**src/rtl/toggle_handshake_rx.sv**
```systemverilog
// Receive side of a toggle request/acknowledge link. It synchronises req_tog and
// captures data_in into a valid/ready register. It toggles ack_tog back once the word is consumed.
module toggle_handshake_rx #(
    parameter int DATA_W      = 8,
    parameter int SYNC_STAGES = 2,
    parameter int CNT_W       = 8
) (
    input  logic              clk,
    input  logic              rst_n,
    input  logic              req_tog,
    input  logic [DATA_W-1:0] data_in,
    output logic              ack_tog,
    output logic [DATA_W-1:0] dout,
    output logic              dout_valid,
    input  logic              dout_ready,
    output logic [CNT_W-1:0]  evt_count,
    output logic              overrun
);

    typedef enum logic {
        IDLE  = 1'b0,
        VALID = 1'b1
    } state_t;

    localparam logic [CNT_W-1:0] CNT_MAX = '1;

    state_t                 state_q, state_d;
    logic [SYNC_STAGES-1:0] sync_q, sync_d;
    logic                   req_seen_q, req_seen_d;
    logic [DATA_W-1:0]      dout_q, dout_d;
    logic                   ack_q, ack_d;
    logic [CNT_W-1:0]       cnt_q, cnt_d;
    logic                   overrun_q, overrun_d;
    logic                   req_s;
    logic                   pending;

    assign req_s   = sync_q[SYNC_STAGES-1];
    assign pending = (req_s != req_seen_q);

    always_comb begin
        state_d    = state_q;
        sync_d     = {sync_q[SYNC_STAGES-2:0], req_tog};
        req_seen_d = req_seen_q;
        dout_d     = dout_q;
        ack_d      = ack_q;
        cnt_d      = cnt_q;
        overrun_d  = overrun_q;
        case (state_q)
            IDLE: begin
                if (pending) begin
                    dout_d     = data_in;
                    req_seen_d = req_s;
                    state_d    = VALID;
                end
            end
            VALID: begin
                // A new toggle before our ack means the sender broke the protocol;
                // it is still captured after the return to IDLE.
                if (pending) begin
                    overrun_d = 1'b1;
                end
                if (dout_ready) begin
                    state_d = IDLE;
                    ack_d   = ~ack_q;
                    if (cnt_q != CNT_MAX) begin
                        cnt_d = cnt_q + CNT_W'(1);
                    end
                end
            end
            default: state_d = IDLE;
        endcase
    end

    always_ff @(posedge clk) begin
        if (!rst_n) begin
            state_q    <= IDLE;
            sync_q     <= '0;
            req_seen_q <= 1'b0;
            dout_q     <= '0;
            ack_q      <= 1'b0;
            cnt_q      <= '0;
            overrun_q  <= 1'b0;
        end else begin
            state_q    <= state_d;
            sync_q     <= sync_d;
            req_seen_q <= req_seen_d;
            dout_q     <= dout_d;
            ack_q      <= ack_d;
            cnt_q      <= cnt_d;
            overrun_q  <= overrun_d;
        end
    end

    assign ack_tog    = ack_q;
    assign dout       = dout_q;
    assign dout_valid = (state_q == VALID);
    assign evt_count  = cnt_q;
    assign overrun    = overrun_q;

endmodule
```
**config.mk**
```make
export PLATFORM = sky130hd
export DESIGN_NAME = toggle_handshake_rx
export DESIGN_NICKNAME = d
export VERILOG_FILES = /design/src/rtl/toggle_handshake_rx.sv
export SDC_FILE = /design/constraint.sdc
export NUM_CORES = 1
export LEC_CHECK = 0
export ABC_CLOCK_PERIOD_IN_PS = 1500
export CORE_AREA = 10 10 57 59
export DETAILED_ROUTE_END_ITERATION = 12
export DIE_AREA = 0 0 67 69
export PLACE_DENSITY = 0.77
export REMOVE_ABC_BUFFERS = 1
export SLEW_MARGIN = 0
export SYNTH_ARGS = -nofsm -noshare
export SYNTH_HDL_FRONTEND = slang
export SYNTH_SLANG_ARGS = --single-unit
```
**constraint.sdc**
```tcl
create_clock -name clk -period 1.5 [get_ports clk]
set_clock_uncertainty 0.1 [all_clocks]
set_input_delay 0.225 -clock clk [delete_from_list [all_inputs] [get_ports clk]]
set_output_delay 0.225 -clock clk [all_outputs]
set_load 0.02 [all_outputs]
```
==> impl_metrics.py <==
metrics = {
    "outcome": {
        "status": "finished clean",
    },
    "worst_hold_path": {
        "hold_depth": 1,
        "hold_path.class": "flop to flop",
        "min_from": "sync_q[0]",
        "min_to": "sync_q[1]",
    },
    "clock_tree": {
        "cts_sinks": 22,
        "clk_latency_ps": 290,
        "cts_buffers": 3,
        "ctsLongestPathBuffers": 2,
        "cts_root_buf": "clkbuf_4",
        "cts_tree": "yes",
        "clk_pin_slew_ps": 110,
        "htree_levels": 1,
        "postCtsHoldBufs": 0,
        "post_cts_buffers": 0,
    },
    "grt": {
        "grt_pass1_vias": 876,
        "grt_overflow": 0,
        "antenna_found_initial": 0,
        "grt_start_max_net_pins": 17,
        "grt_pass1_wl_um": 4020,
        "grt_usage_pct": 10.3,
    },
    "cells_and_area": {
        "diodes": 0,
        "drive_gt1_share_pct": 13.8,
        "layout_common_cells": "dfxtp_1, dlygate4sd2_1, a21oi_1",
        "final_area_um2": 1330,
        "seq_area_um2": 443,
        "nFillCells": 198,
        "finalNetCount": 152,
        "synthToLayoutAreaGrowth_pct": 42.8,
        "multiInputGateArea_um2": 474,
        "layout_commonest_cell": "dfxtp_1",
        "stdcell_count": 166,
        "post-route-util_pct": 61.8,
    },
    "drt": {
        "wl_per_cell_um": 14.8,
        "drt_pass1_iterations": 4,
        "routed_via_density": 5.34,
        "ant_nets": 0,
        "route.detailed.drc": 0,
        "num_vias": 886,
        "drt-total-wl_um": 2450,
        "drt_iter0_drc": 39,
    },
    "worst_setup_path": {
        "path_buf_inv": 1,
        "cp_data_required_time_ps": 1170,
        "worst-r2r-setup-slack_ps": 100,
        "r2r_start": "evt_count[0]",
        "crit_slowest_cell": "dfxtp_1",
        "crit_arrival_ps": 1100,
        "start_kind": "flop",
        "crit_path_max_incr_delay_ps": 460,
        "end_kind": "output port",
        "cp_top_family": "flip-flops",
        "r2r_cells": 4,
        "path_depth": 1,
        "crit_chain": "clkdlybuf4s15_1",
        "cp_max_fo": 7,
        "crit_type": "flop to output port",
        "reg2reg_to": "evt_count[0]",
    },
    "placement": {
        "place_inst": 162,
        "place.gp.congestion": 0.840,
        "port_buffers": 30,
        "hpwl_um": 1860,
        "placed_area_um2": 1300,
    },
    "sta": {
        "rsz0062_at_grt": "no",
        "fin_crit_sh_pct": 95.1,
        "maxSlewViolCount": 0,
        "fmax_mhz": 701,
        "tightest_slew_ps": 389,
        "hold_violations": 0,
        "slew_headroom_pct": 74.0,
        "finalSetupViolCount": 0,
        "min_period_ps": 1430,
    },
    "logic_synthesis": {
        "yosys.area_share.xor_xnor_pct": 3.63,
        "synth_ff_type": "dfxtp_1",
        "synth_area_leader_cell": "dfxtp_1",
        "synth_adder_area_share_pct": 1.35,
        "synth-seq-cells": 22,
        "yosysUniqueCellTypes": 28,
        "yosys-top-cells-area": "dfxtp_1, a21oi_1, nand3_1",
        "syn_area_per_cell_um2": 9.20,
        "synthMuxAreaShare_pct": 5.38,
        "synth-compound-area-share_pct": 17.9,
        "synth-edff-count": 0,
        "synthSimpleGateAreaFrac_pct": 21.7,
        "synth_top_family_by_area": "simple AND/OR/NAND/NOR gates",
        "synth_cells": 101,
        "netlist_area_um2": 930,
        "seq_area_frac_synth_pct": 47.4,
        "yosysWarnings": 0,
        "synthArstFlopShare_pct": 0,
        "synth_top_cell_area_share_pct": 47.4,
    },
    "power_and_ir_drop": {
        "total_power_w": 0.00109,
        "peakVddDrop_uv": 433,
        "leakage_nw": 0.564,
        "powerDensity_nw_per_um2": 820,
    },
    "die": {
        "die_x_um": 67,
        "die_area_um2": 4620,
        "core_um2": 2150,
        "ios": 31,
        "core.rowCount": 17,
        "start_util_pct": 43.3,
        "die_h_um": 69,
    },
    "job": {
        "drv_cap": 0,
    },
}
## how the worst max path moves through the flow
stage / start / to
finish: evt_count[2] / evt_count[2]
global route: evt_count[2] / evt_count[2]
CTS: evt_count[0] / evt_count[3]
detailed placement: dout_ready / evt_count[3]
global placement: dout_ready / evt_count[3]
floorplan: evt_count[0] / evt_count[5]
## area by class of cell
| cell class | count | share of cell area, % |
|---|---|---|
| Sequential cell | 22 | 33.4 |
| Tap cell | 28 | 2.64 |
| Timing Repair Buffer | 37 | 25.0 |
| Multi-Input combinational cell | 73 | 35.7 |
| Clock buffer | 4 | 2.73 |
| Inverter | 2 | 0.566 |
## stage by stage
stage / hold WS [ps] / worst slack [ps] / TNS [ps]
6_report: 347 / 73.8 / 0
4_1_cts: 353 / 8.63 / 0
2_1_floorplan: 241 / 14.5 / 0
5_1_grt: 376 / 0.482 / 0
3_3_place_gp: 315 / -4.06 / -4.06
3_5_place_dp: 323 / -80.1 / -230
## where the power goes
| part | switching (W) | internal, W |
|---|---|---|
| combinational | 0.0000853 | 0.0000737 |
| clock | 0.000165 | 0.000148 |
| sequential | 0.0000123 | 0.000605 |
## state kept, by name, summed over array words and instances, names as in the netlist
name        cells
ack_tog         1
dout_valid      1
overrun         1
sync_q          2
evt_count       8
dout            8
req_seen_q      1
## kinds of logic after synthesis
group	count (synthesis)
buffers and inverters	6
xor gates and xnor gates	3
AOI/OAI and AO/OA	28
DFF	22
muxes	5
adders and majority gates	1
and+or+nand+nor	36
## Yosys cell counts, drive strengths merged, types with 3 or more instances
master   n
dfxtp   22
a21oi   13
nand3   11
o21ai    8
nand2    7
mux2i    5
and2     4
a211oi   3
a41oi    3
and3     3
nand2b   3
nor2     3
## what timing repair did
item / CTS / global route
endpoints found under the hold margin: 0 / 0
resized for setup: 19 / 6
endpoints found under the setup margin: 19 / 5
## routing by layer
metal / GRT usage (%) / routed length, µm / vias up
met2: 15.4 / 1070 / 34
met5: 0 / 0 / -
met4: 2.49 / 9 / 0
met3: 4.99 / 277 / 2
li1: - / - / 441
met1: 12.8 / 1090 / 409
(Power assumes the default switching activity.)
